<file path="src/rtl/branch_resolve_unit.sv">
// -----------------------------------------------------------------------------
// branch_resolve_unit
//
// Writer side of the branch target buffer. Resolved branches arrive from
// execute, are registered into a single evaluation stage (S1) and compared
// against the prediction made at fetch time. A mispredict produces a one-cycle
// fetch redirect. Taken branches are pushed into a small circular queue that
// drains one entry per cycle onto the BTB update port. Two saturating
// performance counters track evaluated branches and mispredicts.
//
// Handshake: a record transfers on a rising clk edge where res_valid and
// res_ready are both high. res_valid may be raised at any time; the record
// fields must be held stable while res_valid is high and res_ready is low.
// res_ready depends only on flush_in and internal state, never on res_valid.
// The BTB update port has no ready: update_valid is a strobe the BTB must
// accept; upd_hold is the only way to stall it.
//
// Ports:
//   clk, rst             clock; asynchronous active-high reset
//   res_valid/res_ready  resolved-branch handshake
//   res_pc               branch PC
//   res_taken            actual direction
//   res_target           actual target (meaningful when res_taken=1)
//   res_pred_taken       direction predicted at fetch
//   res_pred_target      target predicted at fetch
//   flush_in             pipeline flush; kills S1 and blocks accepts
//   redirect_valid/_pc   one-cycle fetch redirect and correct next PC
//   upd_hold             freeze the update queue head this cycle
//   update_valid/_pc/_target  BTB write strobe, index PC and target
//   q_count              update queue occupancy
//   branch_cnt           branches evaluated (saturating)
//   mispred_cnt          mispredicts detected (saturating)
// -----------------------------------------------------------------------------
module branch_resolve_unit #(
    parameter int PC_W       = 8,
    parameter int UPDQ_DEPTH = 4,
    parameter int CNT_W      = 16
) (
    input  logic                          clk,
    input  logic                          rst,

    input  logic                          res_valid,
    output logic                          res_ready,
    input  logic [PC_W-1:0]               res_pc,
    input  logic                          res_taken,
    input  logic [PC_W-1:0]               res_target,
    input  logic                          res_pred_taken,
    input  logic [PC_W-1:0]               res_pred_target,

    input  logic                          flush_in,

    output logic                          redirect_valid,
    output logic [PC_W-1:0]               redirect_pc,

    input  logic                          upd_hold,
    output logic                          update_valid,
    output logic [PC_W-1:0]               update_pc,
    output logic [PC_W-1:0]               update_target,

    output logic [$clog2(UPDQ_DEPTH):0]   q_count,
    output logic [CNT_W-1:0]              branch_cnt,
    output logic [CNT_W-1:0]              mispred_cnt
);

    localparam int AW  = $clog2(UPDQ_DEPTH);
    localparam int QCW = AW + 1;

    // ------------------------------------------------------------------
    // S1 evaluation stage
    // ------------------------------------------------------------------
    logic            s1_valid_q;
    logic [PC_W-1:0] s1_pc_q;
    logic            s1_taken_q;
    logic [PC_W-1:0] s1_target_q;
    logic            s1_pred_taken_q;
    logic [PC_W-1:0] s1_pred_target_q;

    logic            accept;
    logic            eval;
    logic            mispred;
    logic [PC_W-1:0] correct_pc;

    // ------------------------------------------------------------------
    // Update queue
    // ------------------------------------------------------------------
    logic [PC_W-1:0] qpc_q  [UPDQ_DEPTH];
    logic [PC_W-1:0] qtgt_q [UPDQ_DEPTH];
    logic [AW-1:0]   head_q, head_d;
    logic [AW-1:0]   tail_q, tail_d;
    logic [QCW-1:0]  count_q, count_d;
    logic [QCW-1:0]  occupancy;
    logic            push;
    logic            pop;

    // Dedupe register: last entry actually enqueued
    logic            last_valid_q;
    logic [PC_W-1:0] last_pc_q;
    logic [PC_W-1:0] last_target_q;
    logic            dup;

    // Redirect and counters
    logic            redirect_valid_q;
    logic [PC_W-1:0] redirect_pc_q;
    logic [CNT_W-1:0] branch_cnt_q;
    logic [CNT_W-1:0] mispred_cnt_q;

    // ------------------------------------------------------------------
    // Accept side. The record sitting in S1 is counted against queue
    // space because it may still be pushed at the next edge; this is what
    // makes overflow impossible without any extra check on push.
    // ------------------------------------------------------------------
    assign occupancy = count_q + QCW'(s1_valid_q);
    assign res_ready = !flush_in && (occupancy < QCW'(UPDQ_DEPTH));
    assign accept    = res_valid && res_ready;

    always_ff @(posedge clk or posedge rst) begin
        if (rst) begin
            s1_valid_q       <= 1'b0;
            s1_pc_q          <= '0;
            s1_taken_q       <= 1'b0;
            s1_target_q      <= '0;
            s1_pred_taken_q  <= 1'b0;
            s1_pred_target_q <= '0;
        end else begin
            s1_valid_q <= accept;
            if (accept) begin
                s1_pc_q          <= res_pc;
                s1_taken_q       <= res_taken;
                s1_target_q      <= res_target;
                s1_pred_taken_q  <= res_pred_taken;
                s1_pred_target_q <= res_pred_target;
            end
        end
    end

    // ------------------------------------------------------------------
    // Evaluation. Target only matters when both actual and predicted
    // directions are taken. Fall-through wraps naturally at PC_W bits.
    // ------------------------------------------------------------------
    assign eval       = s1_valid_q && !flush_in;
    assign mispred    = (s1_taken_q != s1_pred_taken_q) ||
                        (s1_taken_q && s1_pred_taken_q &&
                         (s1_target_q != s1_pred_target_q));
    assign correct_pc = s1_taken_q ? s1_target_q : (s1_pc_q + 1'b1);

    assign dup  = last_valid_q && (last_pc_q == s1_pc_q) &&
                  (last_target_q == s1_target_q);
    assign push = eval && s1_taken_q && !dup;
    assign pop  = update_valid;

    // ------------------------------------------------------------------
    // Redirect pulse: redirect_pc keeps its last value when not redirecting
    // ------------------------------------------------------------------
    always_ff @(posedge clk or posedge rst) begin
        if (rst) begin
            redirect_valid_q <= 1'b0;
            redirect_pc_q    <= '0;
        end else begin
            redirect_valid_q <= eval && mispred;
            if (eval && mispred) begin
                redirect_pc_q <= correct_pc;
            end
        end
    end

    // ------------------------------------------------------------------
    // Saturating performance counters
    // ------------------------------------------------------------------
    always_ff @(posedge clk or posedge rst) begin
        if (rst) begin
            branch_cnt_q  <= '0;
            mispred_cnt_q <= '0;
        end else begin
            if (eval && (branch_cnt_q != '1)) begin
                branch_cnt_q <= branch_cnt_q + 1'b1;
            end
            if (eval && mispred && (mispred_cnt_q != '1)) begin
                mispred_cnt_q <= mispred_cnt_q + 1'b1;
            end
        end
    end

    // ------------------------------------------------------------------
    // Dedupe register: only an actual enqueue updates it
    // ------------------------------------------------------------------
    always_ff @(posedge clk or posedge rst) begin
        if (rst) begin
            last_valid_q  <= 1'b0;
            last_pc_q     <= '0;
            last_target_q <= '0;
        end else if (push) begin
            last_valid_q  <= 1'b1;
            last_pc_q     <= s1_pc_q;
            last_target_q <= s1_target_q;
        end
    end

    // ------------------------------------------------------------------
    // Queue pointers. Depth is a power of two so pointer wrap is implicit.
    // ------------------------------------------------------------------
    always_comb begin
        head_d  = head_q;
        tail_d  = tail_q;
        count_d = count_q;
        if (push) begin
            tail_d = tail_q + 1'b1;
        end
        if (pop) begin
            head_d = head_q + 1'b1;
        end
        case ({push, pop})
            2'b10:   count_d = count_q + 1'b1;
            2'b01:   count_d = count_q - 1'b1;
            default: count_d = count_q;
        endcase
    end

    always_ff @(posedge clk or posedge rst) begin
        if (rst) begin
            head_q  <= '0;
            tail_q  <= '0;
            count_q <= '0;
        end else begin
            head_q  <= head_d;
            tail_q  <= tail_d;
            count_q <= count_d;
        end
    end

    // Storage is not reset: the read port is gated by count, so stale data
    // never reaches the outputs.
    always_ff @(posedge clk) begin
        if (push) begin
            qpc_q[tail_q]  <= s1_pc_q;
            qtgt_q[tail_q] <= s1_target_q;
        end
    end

    // ------------------------------------------------------------------
    // Outputs
    // ------------------------------------------------------------------
    assign update_valid   = (count_q != '0) && !upd_hold;
    assign update_pc      = update_valid ? qpc_q[head_q]  : '0;
    assign update_target  = update_valid ? qtgt_q[head_q] : '0;

    assign redirect_valid = redirect_valid_q;
    assign redirect_pc    = redirect_pc_q;
    assign q_count        = count_q;
    assign branch_cnt     = branch_cnt_q;
    assign mispred_cnt    = mispred_cnt_q;

endmodule

</file>
<file path="config.mk">
export PLATFORM = sky130hd
export DESIGN_NAME = branch_resolve_unit
export DESIGN_NICKNAME = d
export VERILOG_FILES = /design/src/rtl/branch_resolve_unit.sv
export SDC_FILE = /design/constraint.sdc
export NUM_CORES = 1
export LEC_CHECK = 0
export ABC_AREA = 1
export ABC_CLOCK_PERIOD_IN_PS = 3550
export CORE_ASPECT_RATIO = 0.5
export CORE_MARGIN = 2
export CORE_UTILIZATION = 56
export DETAILED_ROUTE_END_ITERATION = 16
export PLACE_DENSITY = 0.82
export SLEW_MARGIN = 0
export SYNTH_ARGS = -nofsm -noshare
export SYNTH_HDL_FRONTEND = slang
export SYNTH_SLANG_ARGS = --single-unit
export TNS_END_PERCENT = 30
</file>
<file path="constraint.sdc">
create_clock -name clk -period 3.55 [get_ports clk]
set_input_delay 0.71 -clock clk [delete_from_list [all_inputs] [get_ports clk]]
set_output_delay 0.71 -clock clk [all_outputs]
set_load 0.05 [all_outputs]
</file>
After elaboration in Yosys (flattened, before gate mapping)
Memories as Yosys holds them, arrays and structs flattened.
Cells that the tools add are included.
{"block": "totals", "register_bits": 92, "latch_bits": 0, "ram_bits": 64, "romBits": 0, "input_bits": 31, "output_inout_bits": 62, "word_cells": 60, "memories": 2}
{"name": "qpc_q", "depth": 4, "width": 8, "read_ports": 1, "rd_clocked_by_memory_dff": 0, "wr": 1, "line_no": "86", "source": "logic [PC_W-1:0] qpc_q [UPDQ_DEPTH];"}
{"name": "qtgt_q", "depth": 4, "width": 8, "read_ports": 1, "rd_clocked_by_memory_dff": 0, "wr": 1, "line_no": "87", "source": "logic [PC_W-1:0] qtgt_q [UPDQ_DEPTH];"}
{"block": "op_classes", "add_sub_neg": 8, "mul": 0, "n_div": 0, "magnitude_cmp": 1, "n_eq_ne": 8, "shifts": 0, "n_mux": 6, "bitwise_logic": 0, "reduce_logical": 19}
{"cell": "$add A16 B1 Y16 const B", "count": 2}
{"cell": "$ne A16 B16 Y1 const B", "count": 2}
{"cell": "$mux W8", "count": 3}
{"cell": "$eq A8 B8 Y1", "count": 2}
{"cell": "$logic_and A1 B1 Y1", "count": 13}
{"cell": "$add A8 B1 Y8 const B", "count": 1}
{"cell": "$ne A8 B8 Y1", "count": 1}
{"cell": "$pmux W3 S2", "count": 1}
{"cell": "$add A2 B1 Y2 const B", "count": 2}
{"cell": "$add A3 B1 Y3", "count": 1}
{"cell": "$add A3 B1 Y3 const B", "count": 1}
{"cell": "$logic_not A1 Y1", "count": 3}
{"cell": "$lt A3 B3 Y1 const B", "count": 1}
{"cell": "$reduce_bool A3 Y1", "count": 1}
{"cell": "$sub A3 B1 Y3 const B", "count": 1}
{"cell": "$eq A2 B1 Y1 const B", "count": 1}
{"cell": "$eq A2 B2 Y1 const B", "count": 1}
{"cell": "$mux W1", "count": 2}
{"cell": "$reduce_bool A2 Y1", "count": 1}
{"cell": "$logic_or A1 B1 Y1", "count": 1}
{"cell": "$ne A1 B1 Y1", "count": 1}

Longest topological paths before layout
Gate-level depths: netlist of the first run.
{"block": "logic_depth", "word_depth": 7, "ltp_mapped": 16, "depth_no_buf": 15}

Least setup slack after synthesis of the first run
OpenSTA, ideal clock, no wires.
{"block": "synth_timing", "path_type": "flip-flop to output port", "from": "reg count_q[1] (netlist: q_count[1])", "to": "out update_pc[4]", "arrival_ns": 2.999, "t_required_ns": 2.840, "slack_ns": -0.159, "path_stages_with_launch": 6, "n_path_buf": 1, "cell_sequence": "dfrtp_1 > nor3_1 > nor2_1 > clkinv_1 > clkbuf_1 > a21oi_1"}
{"block": "synth_via", "elab_chain_cells": 3}
{"item": "start: declaration", "line_no": "90", "source": "logic [QCW-1:0] count_q, count_d;"}
{"item": "start signal: assignment", "line_no": "226", "source": "count_q <= count_d;"}
{"item": "$reduce_bool A3 Y1", "line_no": "242", "source": "assign update_valid = (count_q != '0) && !upd_hold;"}
{"item": "$logic_and A1 B1 Y1", "line_no": "242"}
{"item": "named net update_valid", "line_no": "56", "source": "output logic update_valid,"}
{"item": "$mux W8", "line_no": "243", "source": "assign update_pc = update_valid ? qpc_q[head_q] : '0;"}
{"item": "end: declaration", "line_no": "57", "source": "output logic [PC_W-1:0] update_pc,"}
The timed path passes the listed nets, and every way through them passes these cells.

Worst setup path after layout of the first run
{"block": "layout_timing", "from": "reg head_q[0]", "to": "out update_target[2]"}
{"block": "layout_via", "elab_chain_cells": 2}
{"item": "start: declaration", "line_no": "88", "source": "logic [AW-1:0] head_q, head_d;"}
{"item": "start signal: assignment", "line_no": "220", "source": "head_q <= '0;"}
{"item": "start signal: assignment", "line_no": "224", "source": "head_q <= head_d;"}
{"item": "$mem_v2 Z4 W8"}
{"item": "$mux W8", "line_no": "244", "source": "assign update_target = update_valid ? qtgt_q[head_q] : '0;"}
{"item": "end: declaration", "line_no": "58", "source": "output logic [PC_W-1:0] update_target,"}
No other way between the ends.

==> results of run 1 <==
==> per-layer routing <==
metal | global-route usage, % | routed length [um] | up-vias
met5 | 0 | 0 | -
met4 | 8.458 | 233 | 0
met3 | 5.632 | 1088 | 25
met2 | 41.82 | 8338 | 199
met1 | 34.30 | 7064 | 2761
li1 | - | - | 2769
==> report_power, final <==
| part | internal [W] | switching [W] |
|---|---|---|
| sequential | 0.00236 | 0.000530 |
| combinational | 0.00110 | 0.00187 |
| clock | 0.00106 | 0.000798 |
| total | 0.00452 | 0.00320 |
==> final cells by class <==
type,instances,area (sq um)
clock buffers,17,425.4
clock inverters,15,176.4
fillers,914,3545
inverters,56,211.5
multi-input cells,550,2685
flip-flops and latches,156,4224
well taps,170,212.7
repair buffers,104,1184
==> metrics by stage <==
stage          std cells  setup WS, ns  area [sq um]  power, W  hold WS (ns)
5_1_grt             1068        0.5002          9119  0.008159        0.5125
3_3_place_gp        1036        0.6565          8517  0.005753        0.4456
3_5_place_dp        1036        0.6410          8517  0.005861        0.4629
2_1_floorplan        793        0.1794          7279  0.004759        0.4272
4_1_cts             1068        0.6176          9119  0.007750        0.4814
6_report            1068        0.6362          9119  0.007727        0.4833
==> worst paths after layout <==
kind	cells after the start	to	startpoint	slack [ns]
min in group asynchronous	2	branch_cnt[15]$_DFFE_PP0P_	rst	0.74
max reg2reg	15	q_count[2]$_DFFE_PP0P_	s1_target_q[3]$_DFFE_PP0P_	0.77
max in group asynchronous	3	s1_pred_target_q[6]$_DFFE_PP0P_	rst	2.08
max	6	update_target[2]	head_q[0]$_DFFE_PP0P_	0.64
min reg2reg	2	last_valid_q$_DFFE_PP0P_	last_valid_q$_DFFE_PP0P_	0.48
min	2	last_valid_q$_DFFE_PP0P_	last_valid_q$_DFFE_PP0P_	0.48
==> tightest hold or removal path: cells and delay by family (launching register included) <==
| family | cells | cell delay, ns |
|---|---|---|
| buf+inv | 1 | 0.05 |
| flops | 1 | 0.35 |
| simple gates | 1 | 0.06 |
==> synthesized netlist by cell type <==
cell and count:
sky130_fd_sc_hd__nor3_2 3, sky130_fd_sc_hd__nor2_1 105, sky130_fd_sc_hd__ha_1 9, sky130_fd_sc_hd__or2_0 1
sky130_fd_sc_hd__nand3_2 1, sky130_fd_sc_hd__clkbuf_1 14, sky130_fd_sc_hd__clkinv_1 1, sky130_fd_sc_hd__buf_6 3
sky130_fd_sc_hd__nor2_2 5, sky130_fd_sc_hd__nand2_4 1, sky130_fd_sc_hd__a21oi_1 18, sky130_fd_sc_hd__clkbuf_2 1
sky130_fd_sc_hd__nand3b_1 1, sky130_fd_sc_hd__xnor2_1 20, sky130_fd_sc_hd__o221ai_1 1, sky130_fd_sc_hd__inv_1 51
sky130_fd_sc_hd__inv_2 4, sky130_fd_sc_hd__fa_1 1, sky130_fd_sc_hd__dfrtp_1 92, sky130_fd_sc_hd__nand3_1 37
sky130_fd_sc_hd__xor2_1 22, sky130_fd_sc_hd__edfxtp_1 64, sky130_fd_sc_hd__nand3_4 2, sky130_fd_sc_hd__o21ai_0 64
sky130_fd_sc_hd__buf_2 10, sky130_fd_sc_hd__buf_1 1, sky130_fd_sc_hd__nand2_1 224, sky130_fd_sc_hd__mux2i_1 1
sky130_fd_sc_hd__o22ai_1 1, sky130_fd_sc_hd__nand2_2 1, sky130_fd_sc_hd__nor3_1 4, sky130_fd_sc_hd__or2_2 2
sky130_fd_sc_hd__nand4_1 21, sky130_fd_sc_hd__buf_4 1, sky130_fd_sc_hd__o21ai_1 5, sky130_fd_sc_hd__clkbuf_4 1
==> cell families after synthesis <==
| group | count (synthesis) | synth area share, % |
|---|---|---|
| compound gates | 89 | 6.190 |
| xor+xnor | 42 | 5.055 |
| fa+ha+maj | 10 | 1.823 |
| buf+inv | 87 | 5.089 |
| flops | 156 | 58.05 |
| mux | 1 | 0.1376 |
| simple gates | 408 | 23.66 |
==> sequential cells by signal, summed over array words and instances, names as in the netlist <==
signal            cells
s1_taken_q            1
s1_pc_q               8
s1_target_q           8
last_valid_q          1
tail_q                2
qpc_q                32
last_pc_q             8
q_count               3
redirect_pc           8
branch_cnt           16
last_target_q         8
qtgt_q               32
s1_pred_target_q      8
mispred_cnt          16
head_q                2
redirect_valid        1
s1_pred_taken_q       1
s1_valid_q            1
==> impl_summary.md, run 1 <==
Outcome
The flow ran to the end, and the final reports show no timing, DRC or antenna violations.

STA
The final period utilization is about 80%. The max-slew violation count is 0. The worst slew margin relative to its limit is 44.77%. Setup repair after global routing left no endpoint under its margin. Setup violations remaining at the end of the flow were counted as 0. The post-layout minimum cycle time is 2.914 ns. Timing would allow up to roughly 340 MHz.

The slew at the pin closest to its max-slew limit is 0.8275 ns. The worst clock skew is about 0.012 ns. The setup TNS is 0 ns.

The final hold violation count is 0.

Synthesis
Sorting the synthesized cells by area gives the leading types as sky130_fd_sc_hd__dfrtp_1 32%, sky130_fd_sc_hd__edfxtp_1 26%, sky130_fd_sc_hd__nand2_1 12%. In the synthesized netlist, the number of instances is roughly 790. After synthesis, the largest area contributor takes up 31.64% of total cell area.

The number of nets in the synthesized netlist is about 830. Summed over all instances, the cell type with the most area after synthesis is sky130_fd_sc_hd__dfrtp_1. The synthesized netlist occupies a cell area of slightly above 7000 sq um. In this run, distinct cell masters in the synthesized netlist total 36. In this run the mean area of a mapped cell was 9.177 sq um. For this run, the number of Yosys warnings is 0. After synthesis the netlist holds a flip-flop and latch count of 156. The sequential element share of the synthesized area is 58.05%.

Floorplan
The horizontal die dimension is 165.2 um. The area of the die is 13,980 sq um. The core region is 12,660 sq um. The top-level I/O count is 93. The initial core utilization is between 50% and 60%. The floorplan has 29 rows.

The floorplan step set the die height to between 80 and 90 um.

GRT
In the global route stage, overall resource usage came out at approximately 26%. The global-route wire length before repair is 27.30 mm. Entering global routing, the biggest net connects 48 pins. The initial antenna violation count was 0. After global routing the overflow that remains totals 0.

The via count of the first global-routing pass was 5,596.

Setup path
The critical path class is reg -> out. Along the worst path, the maximum fanout reaches 22. The type of element capturing the critical path is an output pin. The dominant delay contributor by cell family on the critical path is flip-flops.

The signal on the critical path passes through buf_4 > nor2_1 > nor2_1 > o21ai_0 > a21oi_1 > buf_12. The critical path contains buffers and inverters numbering 2 combined. The largest individual stage delay along the critical path comes from the cell sky130_fd_sc_hd__dfrtp_1. The most common cell type on the critical path is sky130_fd_sc_hd__nor2_1.

For this run, the slowest stage of the critical path takes 0.63 ns. The kind of start point of the critical path is a flip-flop. The critical path data arrival time is 2.20 ns. The data required time of the critical path is 2.84 ns.

Clocking
The post-CTS setup buffer count is 0. The tree is rooted in a sky130_fd_sc_hd__clkbuf_16. The clock tree from TritonCTS is yes. The maximum level of the CTS H-tree is 4. Post-CTS repair changed the size of 0 cells. After clock tree synthesis, the clock-pin slew on the worst setup and hold paths is 0.07 ns. At the later pin of the worst-skew pair, clock insertion delay measures 0.43 ns. The number of clock sinks seen by CTS is approximately 160.

The number of hold buffers added after CTS is 0. In this run, CTS created clock tree buffers numbering 17. The clock passes through at most 2 buffers.

Flow run
The tool flagged a number of max-cap violations equal to 0.

Detailed routing
In this run, the number of DRC markers left after iteration 0 of detailed routing was 433. Wires add up to 16.73 mm. The wire length per cell after detailed routing is 15.66 um. Using the TritonRoute via totals, the vias-per-cell ratio works out to between 5 and 6.

The count of nets left with antenna violations once routing finished came out at 0. The first-pass detailed-route iteration total is 5. After detailed routing, the number of remaining DRC violations is 0.

The vias after detailed routing is 5,754.

Pwr
The worst supply voltage drop on vdd is just under 0.6 mV. In this run the power density over the cells is around 850 nW/um^2. The leakage power total is 3.928 nW.

Placed design
The number of buffer cells added on primary ports is 92. The post-detailed-placement half-perimeter wirelength is 11.09 mm. At the end of routability-driven placement, the weighted congestion stood at between 0.8 and 0.9.

Cells and area
The most common cell after layout, fill and taps aside is sky130_fd_sc_hd__nand2_1. In the layout the commonest cells are 224 x sky130_fd_sc_hd__nand2_1, 104 x sky130_fd_sc_hd__nor2_1, 92 x sky130_fd_sc_hd__dfrtp_1. 0 antenna diodes ended up in the layout.

Cells fill 72.01% of the core in the end. After the last flow step, the layout net total stands at 926. In the final layout, the share of cells above drive strength 1 is under 10%. The area added between synthesis and finish is 25.31%.

Hold path
The classification of the worst-slack hold path is reg -> reg.
Note: power is estimated with default switching activity, not from simulation.
==> run 2, diff against run 1 <==
--- a/config.mk
+++ b/config.mk
@@ -6,12 +6,12 @@
 export NUM_CORES = 1
 export LEC_CHECK = 0
 export ABC_AREA = 1
-export ABC_CLOCK_PERIOD_IN_PS = 3550
+export ABC_CLOCK_PERIOD_IN_PS = 2400
 export CORE_ASPECT_RATIO = 0.5
 export CORE_MARGIN = 2
-export CORE_UTILIZATION = 56
+export CORE_UTILIZATION = 50
 export DETAILED_ROUTE_END_ITERATION = 16
-export PLACE_DENSITY = 0.82
+export PLACE_DENSITY = 0.77
 export SLEW_MARGIN = 0
 export SYNTH_ARGS = -nofsm -noshare
 export SYNTH_HDL_FRONTEND = slang
==> constraint.sdc (replaced) <==
create_clock -name clk -period 2.4 [get_ports clk]
set_input_delay 0.48 -clock clk [delete_from_list [all_inputs] [get_ports clk]]
set_output_delay 0.48 -clock clk [all_outputs]
set_load 0.05 [all_outputs]
==> run 2 against run 1 <==
- non-clock buffer count grew 25
- global-route usage fell by 2.6 points
- critical path type unchanged
- critical path depth shrank 1
- sequential power rose by 37%
- flip-flop and latch count unchanged
- worst hold slack worse by 0.0012 ns
- clock power rose by 41%
==> impl_summary.md, run 2 (synthesis gave the netlist of run 1 again) <==
STA
The worst clock skew is 0.01202 ns (-0.0003810 ns). Counting I/O delays and the setup requirement, the final critical path takes approximately 2.3 ns. The worst-case setup margin in the final layout came to 0.1039 ns (-0.5323 ns). The setup TNS is 0 ns (unchanged). Of the available clock period, the critical path in the final layout requires 95.67%. Setup repair after global routing could not meet its margin everywhere.

The worst slew margin relative to its limit was 63.12% (+18 points). The final hold violation count is 0 (unchanged). The number of endpoints failing setup at the final stage is 0 (unchanged). The max-slew violation count is 0 (unchanged). The slew at the pin closest to its max-slew limit is 0.5525 ns (-0.2749 ns). Based on the critical path, the design can be clocked at up to 435.5 MHz.

Clocking
The number of resized instances in the post-cts repair step came to 1 (+1). The buffer levels on the longest clock path is 2 (unchanged). The post-CTS clock slew at the launch and capture registers of the worst setup and hold paths is 0.06 ns (about the same). The number of clock sinks seen by CTS came to 156 (unchanged).

The clock buffer count from CTS is 17 (unchanged). The post-CTS setup buffer count is 0 (unchanged). The maximum level of the CTS H-tree is 4 (unchanged). The root buffer selected by CTS is sky130_fd_sc_hd__clkbuf_16. TritonCTS built the clock tree. The number of hold buffers added after CTS is 0 (unchanged).

The latest clock arrival within the worst-skew pair is 0.42 ns (about the same).

Cells and area
The layout cell share with drive strength beyond 1 is 13.33% (+4.4 points). The end-of-flow core utilization is 66.15% (-5.9 points). The area growth from synthesis to layout is 30.45%. In the final layout, the registers with the most flip-flops are qpc_q: 32 flops, qtgt_q: 32 flops. The total number of nets in the final design is 951 (+2.7%). The number of filler cells placed in the layout was 1,114 (+22%). The number of diodes added for antenna fixing was 0 (unchanged). In the layout the commonest cells are 224 x sky130_fd_sc_hd__nand2_1, 104 x sky130_fd_sc_hd__nor2_1, 89 x sky130_fd_sc_hd__dfrtp_1. The most common cell after layout, fill and taps aside is sky130_fd_sc_hd__nand2_1. The final instance count without filler cells is 1,121 (+5.0%).

Floorplan
The initial core utilization is 50.71% (-6.8 points). The area of the die is 15,590 sq um (+12%). The height of the chip came to 89.31 um (+5.6%). The site row count is 31 (+6.9%). The core outline area was 14,350 sq um (+13%). The horizontal die dimension is 174.6 um (+5.7%). The top-level I/O count was 93 (unchanged).

Setup path
The type of element capturing the critical path is an output pin. The data required time of the critical path is 1.92 ns (-0.92 ns). The critical path data arrival time came to 1.82 ns (-0.38 ns). The internal reg-to-reg setup slack is 0.23 ns (-0.54 ns). The worst setup path is launched from a flip-flop.

The maximum fanout count along the critical path is 16 (-27%). The start of the worst register-to-register path is s1_target_q[3]$_DFFE_PP0P_. The logic depth of the worst register-to-register path was 14 (-1). In this run the critical register-to-register path is captured at q_count[2]$_DFFE_PP0P_. The critical path class is reg -> out.

Hold path
The worst hold path belongs to the class reg -> reg. For hold timing, the worst endpoint is last_pc_q[1]$_DFFE_PP0P_. The startpoint identified for the worst hold timing path is last_pc_q[1]$_DFFE_PP0P_. The cell depth of the worst hold path is 2 (unchanged).

Pwr
The leakage power total was 4.064 nW (+3.4%). The power density over the cells was 1248 nW/um^2 (+47%). The worst supply voltage drop on vdd is 0.4875 mV (-18%).

GRT
The initial antenna violation count is 0 (unchanged). The global-route wire length before repair is 27.83 mm (+1.9%). The overall global routing resource usage came to 22.94% (-2.6 points).

The largest net degree at the start of global routing is 93 (+94%). The overflow left after global routing is 0 (unchanged). The via count of the first global-routing pass was 5,696 (+1.8%).

Detailed routing
The wire length per cell after detailed routing came to 15.33 um (-2.1%). The remaining number of nets flagged by the antenna check after routing was 0 (unchanged). The vias after detailed routing came to 5,809 (+0.96%).

The DRC violation total after the first TritonRoute iteration is 425 (-1.8%). The total wire length after detailed routing is 17.18 mm (+2.7%). The first-pass detailed-route iteration total came to 4 (-1).

The number of remaining DRC errors is 0 (unchanged). The via count normalized by instance count is 5.182 (-3.8%).

Outcome
The run finished with clean final reports.

Flow run
The max-cap violation count is 0 (unchanged).

Placed design
The final weighted congestion of routability-driven global placement is 0.8907 (+0.20%). The number of instances in the placed design was 1,089 (+5.1%). The number of buffer cells added on primary ports is 92 (unchanged).

The placement-stage worst setup slack is 0.1444 ns (-0.4966 ns). The post-detailed-placement half-perimeter wirelength was 11.51 mm (+3.8%).
==> run 2: cell types whose count changed in the layout (fill, tap and decap cells not counted), moves of 2 or more <==
cell / previous run / this run
sky130_fd_sc_hd__dfrtp_2: 0 / 3
sky130_fd_sc_hd__dfrtp_1: 92 / 89
sky130_fd_sc_hd__buf_12: 17 / 20
sky130_fd_sc_hd__clkinv_8: 0 / 3
sky130_fd_sc_hd__clkinv_2: 2 / 0
sky130_fd_sc_hd__a21oi_1: 18 / 7
sky130_fd_sc_hd__a21oi_4: 0 / 9
sky130_fd_sc_hd__buf_4: 11 / 35
sky130_fd_sc_hd__a21oi_2: 0 / 2
sky130_fd_sc_hd__bufinv_16: 2 / 0
sky130_fd_sc_hd__clkdlybuf4s50_1: 76 / 74
==> run 2: report_power, final <==
part	switching, W	internal [W]
clock	0.00123	0.00140
combinational	0.00331	0.00195
sequential	0.000461	0.00350
total	0.00500	0.00685
==> run 2: how the worst max path moves through the flow <==
stage / startpoint / depth (start not counted) / slack, ns / to
floorplan: q_count[1]$_DFFE_PP0P_ / 4 / -0.15 / update_pc[0]
global placement: upd_hold / 6 / 0.19 / update_pc[0]
detailed placement: upd_hold / 6 / 0.14 / update_pc[2]
CTS: q_count[1]$_DFFE_PP0P_ / 6 / 0.07 / update_pc[2]
global route: head_q[0]$_DFFE_PP0P_ / 5 / -0.002 / update_pc[7]
finish: head_q[1]$_DFFE_PP0P_ / 5 / 0.10 / update_target[2]
==> run 2: metrics by stage <==
step / hold slack [ns] / total power (W) / area, sq um
2_1_floorplan: 0.4272 / 0.007216 / 7401
3_3_place_gp: 0.4542 / 0.009078 / 8889
3_5_place_dp: 0.4674 / 0.009214 / 8889
4_1_cts: 0.4830 / 0.01190 / 9484
5_1_grt: 0.5125 / 0.01255 / 9493
6_report: 0.4821 / 0.01185 / 9493
==> run 2: routing by layer <==
metal / wire length, um / global-route usage, % / part of all wire, %
met1: 7626 / 30.25 / 44
met2: 8542 / 40.08 / 50
met3: 896 / 4.252 / 5.2
met4: 114 / 6.212 / 0.66
met5: 0 / 0 / 0
==> run 2: area by class of cell <==
type | instances | area (sq um) | share of cell area [%]
sequential | 156 | 4228 | 44.54
timing repair buffer | 129 | 1404 | 14.79
inverter | 56 | 216.5 | 2.280
clock buffer | 17 | 425.4 | 4.481
multi-input combinational | 550 | 2804 | 29.54
clock inverter | 15 | 167.7 | 1.766
tap | 198 | 247.7 | 2.610
==> run 2: worst max-delay path: stages, from the launching register on <==
cell,delay [ns]
sky130_fd_sc_hd__dfrtp_1,0.39
sky130_fd_sc_hd__inv_1,0.42
sky130_fd_sc_hd__nor2_1,0.10
sky130_fd_sc_hd__o21ai_0,0.21
sky130_fd_sc_hd__a21oi_4,0.11
sky130_fd_sc_hd__buf_12,0.17
==> run 3, diff against run 2 <==
--- a/config.mk
+++ b/config.mk
@@ -10,8 +10,9 @@
 export CORE_ASPECT_RATIO = 0.5
 export CORE_MARGIN = 2
 export CORE_UTILIZATION = 50
+export CTS_CLUSTER_SIZE = 24
 export DETAILED_ROUTE_END_ITERATION = 16
-export PLACE_DENSITY = 0.77
+export PLACE_DENSITY = 0.76
 export SLEW_MARGIN = 0
 export SYNTH_ARGS = -nofsm -noshare
 export SYNTH_HDL_FRONTEND = slang
==> run 3 against run 2 <==
- critical path depth is 1 higher
- maximum frequency decreased by 2.0%
- flip-flop and latch count is the same
- cell count is 0.36% higher
- via count grew 0.62%
- die area unchanged
- clock-buffer cell count grew 1
- global-route usage is 0.36 points higher
- cell area increased by 0.45%
==> impl_summary.md, run 3 (synthesis gave the netlist of run 1 again) <==
Floorplan
The horizontal die dimension is 174.6 um (unchanged). The top-level I/O count came to 93 (unchanged). The site row count is 31 (unchanged).

The height of the chip was 89.31 um (unchanged). The initial core utilization is 50.71% (unchanged). The core outline area is 14,350 sq um (unchanged). The area of the die is 15,590 sq um (unchanged).

Detailed routing
The vias after detailed routing was 5,845 (+0.62%). The number of remaining DRC errors is 0 (unchanged). The total wire length after detailed routing is 17.65 mm (+2.8%).

The remaining number of nets flagged by the antenna check after routing is 0 (unchanged). The wire length per cell after detailed routing is 15.69 um (+2.4%). The via count normalized by instance count is 5.196 (+0.26%).

The DRC violation total after the first TritonRoute iteration is 564 (+33%). The first-pass detailed-route iteration total is 6 (+2).

STA
The number of endpoints failing setup at the final stage is 0 (unchanged). The max-slew violation count is 0 (unchanged). The achievable clock frequency is 426.7 MHz (-2.0%).

The final period utilization is 97.66% (+2.0 points). The worst slew margin relative to its limit came to 64.56% (+1.4 points). The worst hold slack came to 0.4851 ns (+0.002962 ns).

Setup repair after global routing could not meet its margin everywhere. The slew at the pin closest to its max-slew limit is 0.5316 ns (-0.02094 ns). The post-layout minimum cycle time is 2.344 ns (+0.04764 ns). The final hold violation count is 0 (unchanged). The worst-case setup margin in the final layout is 0.05628 ns (-0.04764 ns). The worst clock skew is 0.01333 ns (+0.001309 ns).

Clocking
The buffer levels on the longest clock path is 2 (unchanged). The number of clock sinks seen by CTS is 156 (unchanged). The maximum level of the CTS H-tree came to 4 (unchanged). The root buffer selected by CTS is sky130_fd_sc_hd__clkbuf_16. The clock tree from TritonCTS is yes.

The post-CTS clock slew at the launch and capture registers of the worst setup and hold paths is 0.07 ns (about the same). The latest clock arrival within the worst-skew pair is 0.42 ns (about the same). The clock buffer count from CTS is 17 (unchanged). The number of hold buffers added after CTS is 0 (unchanged).

Setup path
The type of element capturing the critical path is an output pin. The internal reg-to-reg setup slack is 0.20 ns (-0.03 ns). The kind of start point of the critical path is a flip-flop.

The data required time of the critical path is 1.92 ns (about the same). The critical path class is reg -> out. The maximum fanout count along the critical path came to 9 (-7). The critical path data arrival time is 1.86 ns (+0.04 ns).

Cells and area
The largest registers in the layout are qpc_q: 32 flops, qtgt_q: 32 flops. The area added between synthesis and finish is 31.04%. The most common cell after layout, fill and taps aside is sky130_fd_sc_hd__nand2_1. The final standard cell area without fillers is 9535 sq um (+0.45%). The number of filler cells placed in the layout is 1,107 (-0.63%).

The end-of-flow core utilization is 66.44% (+0.30 points). The total number of nets in the final design is 955 (+0.42%). The top cell types in the final layout, fill and taps aside, are 224 x sky130_fd_sc_hd__nand2_1, 104 x sky130_fd_sc_hd__nor2_1, 89 x sky130_fd_sc_hd__dfrtp_1. The layout cell share with drive strength beyond 1 was 13.81% (+0.48 points). The final instance count without filler cells is 1,125 (+0.36%). The number of diodes added for antenna fixing came to 0 (unchanged).

Hold path
In this run the worst hold path is classified as reg -> reg.

GRT
The largest net degree at the start of global routing was 93 (unchanged). The global-route wire length before repair is 27.99 mm (+0.55%). The via count of the first global-routing pass was 5,485 (-3.7%). The initial antenna violation count was 0 (unchanged).

The overall global routing resource usage is 23.31% (+0.36 points). The overflow left after global routing is 0 (unchanged).

Placed design
The number of instances in the placed design came to 1,088 (-0.092%). The post-detailed-placement half-perimeter wirelength was 11.82 mm (+2.7%). The number of buffer cells added on primary ports is 92 (unchanged). The final weighted congestion of routability-driven global placement came to 0.9058 (+1.7%). The placed cell area is 8906 sq um (+0.20%). The placement-stage worst setup slack is 0.1147 ns (-0.02971 ns).

Pwr
The worst supply voltage drop on vdd is 0.4535 mV (-7.0%). The power density over the cells was 1254 nW/um^2 (+0.45%). The leakage power total is 4.078 nW (+0.36%).

Outcome
The flow ran to the end, and the final reports show no timing, DRC or antenna violations.

Flow run
The max-cap violation count is 0 (unchanged).
run 3: cell types whose count changed in the layout (fill, tap and decap cells not counted), sizes merged:
cell,previous run,this run
buf,55,59
clkinv,7,3
inv,62,65
clkbuf,17,18
run 3: area by class of cell:
type	count	area, sq um	area share [%]
Multi-Input combinational cell	550	2808	29.44
Inverter	56	220.2	2.309
Clock inverter	14	140.1	1.470
Sequential cell	156	4228	44.34
Timing Repair Buffer	133	1463	15.34
Tap cell	198	247.7	2.598
Clock buffer	18	429.2	4.501
run 3: what timing repair did:
| action | in CTS | in global routing |
|---|---|---|
| endpoints found under the hold margin | 0 | 0 |
| setup buffers | 0 | 5 |
| gates resized for setup | 1 | 5 |
| endpoints found under the setup margin | 3 | 9 |
| pin swaps | 0 | 0 |
run 3: critical path, stage by stage (launching register included):
cell and delay (ns):
sky130_fd_sc_hd__dfrtp_1 0.40, sky130_fd_sc_hd__clkinvlp_4 0.21, sky130_fd_sc_hd__buf_4 0.21, sky130_fd_sc_hd__nor2_1 0.10
sky130_fd_sc_hd__o21ai_0 0.16, sky130_fd_sc_hd__a21oi_4 0.20, sky130_fd_sc_hd__buf_12 0.15
run 3: worst paths after layout:
check                                           start                          end  cells after the start
setup / recovery                head_q[1]$_DFFE_PP0P_             update_target[1]                      6
hold / removal             redirect_pc[6]$_DFFE_PP0P_   redirect_pc[6]$_DFFE_PP0P_                      2
setup reg to reg           s1_target_q[1]$_DFFE_PP0P_       q_count[2]$_DFFE_PP0P_                     14
hold reg to reg            redirect_pc[6]$_DFFE_PP0P_   redirect_pc[6]$_DFFE_PP0P_                      2
max in group asynchronous                         rst       q_count[1]$_DFFE_PP0P_                      3
min in group asynchronous                         rst  mispred_cnt[10]$_DFFE_PP0P_                      3
run 3: stage by stage:
step | TNS [ns] | total power, W
after floorplan | -1.047 | 0.007216
after global placement | 0 | 0.009089
after detailed placement | 0 | 0.009241
after CTS | 0 | 0.01188
after global routing | -0.3081 | 0.01264
final | 0 | 0.01196
run 3: routing by layer:
metal	vias up	GRT usage, %	share of wire (%)
met3	20	4.167	5.8
met4	0	7.500	1.1
met2	179	39.97	49
met1	2820	30.97	44
li1	2826	-	-
met5	-	0	0
run 3: report_power, final:
part	switching [W]	internal [W]
clock	0.00123	0.00139
combinational	0.00336	0.00202
sequential	0.000462	0.00350
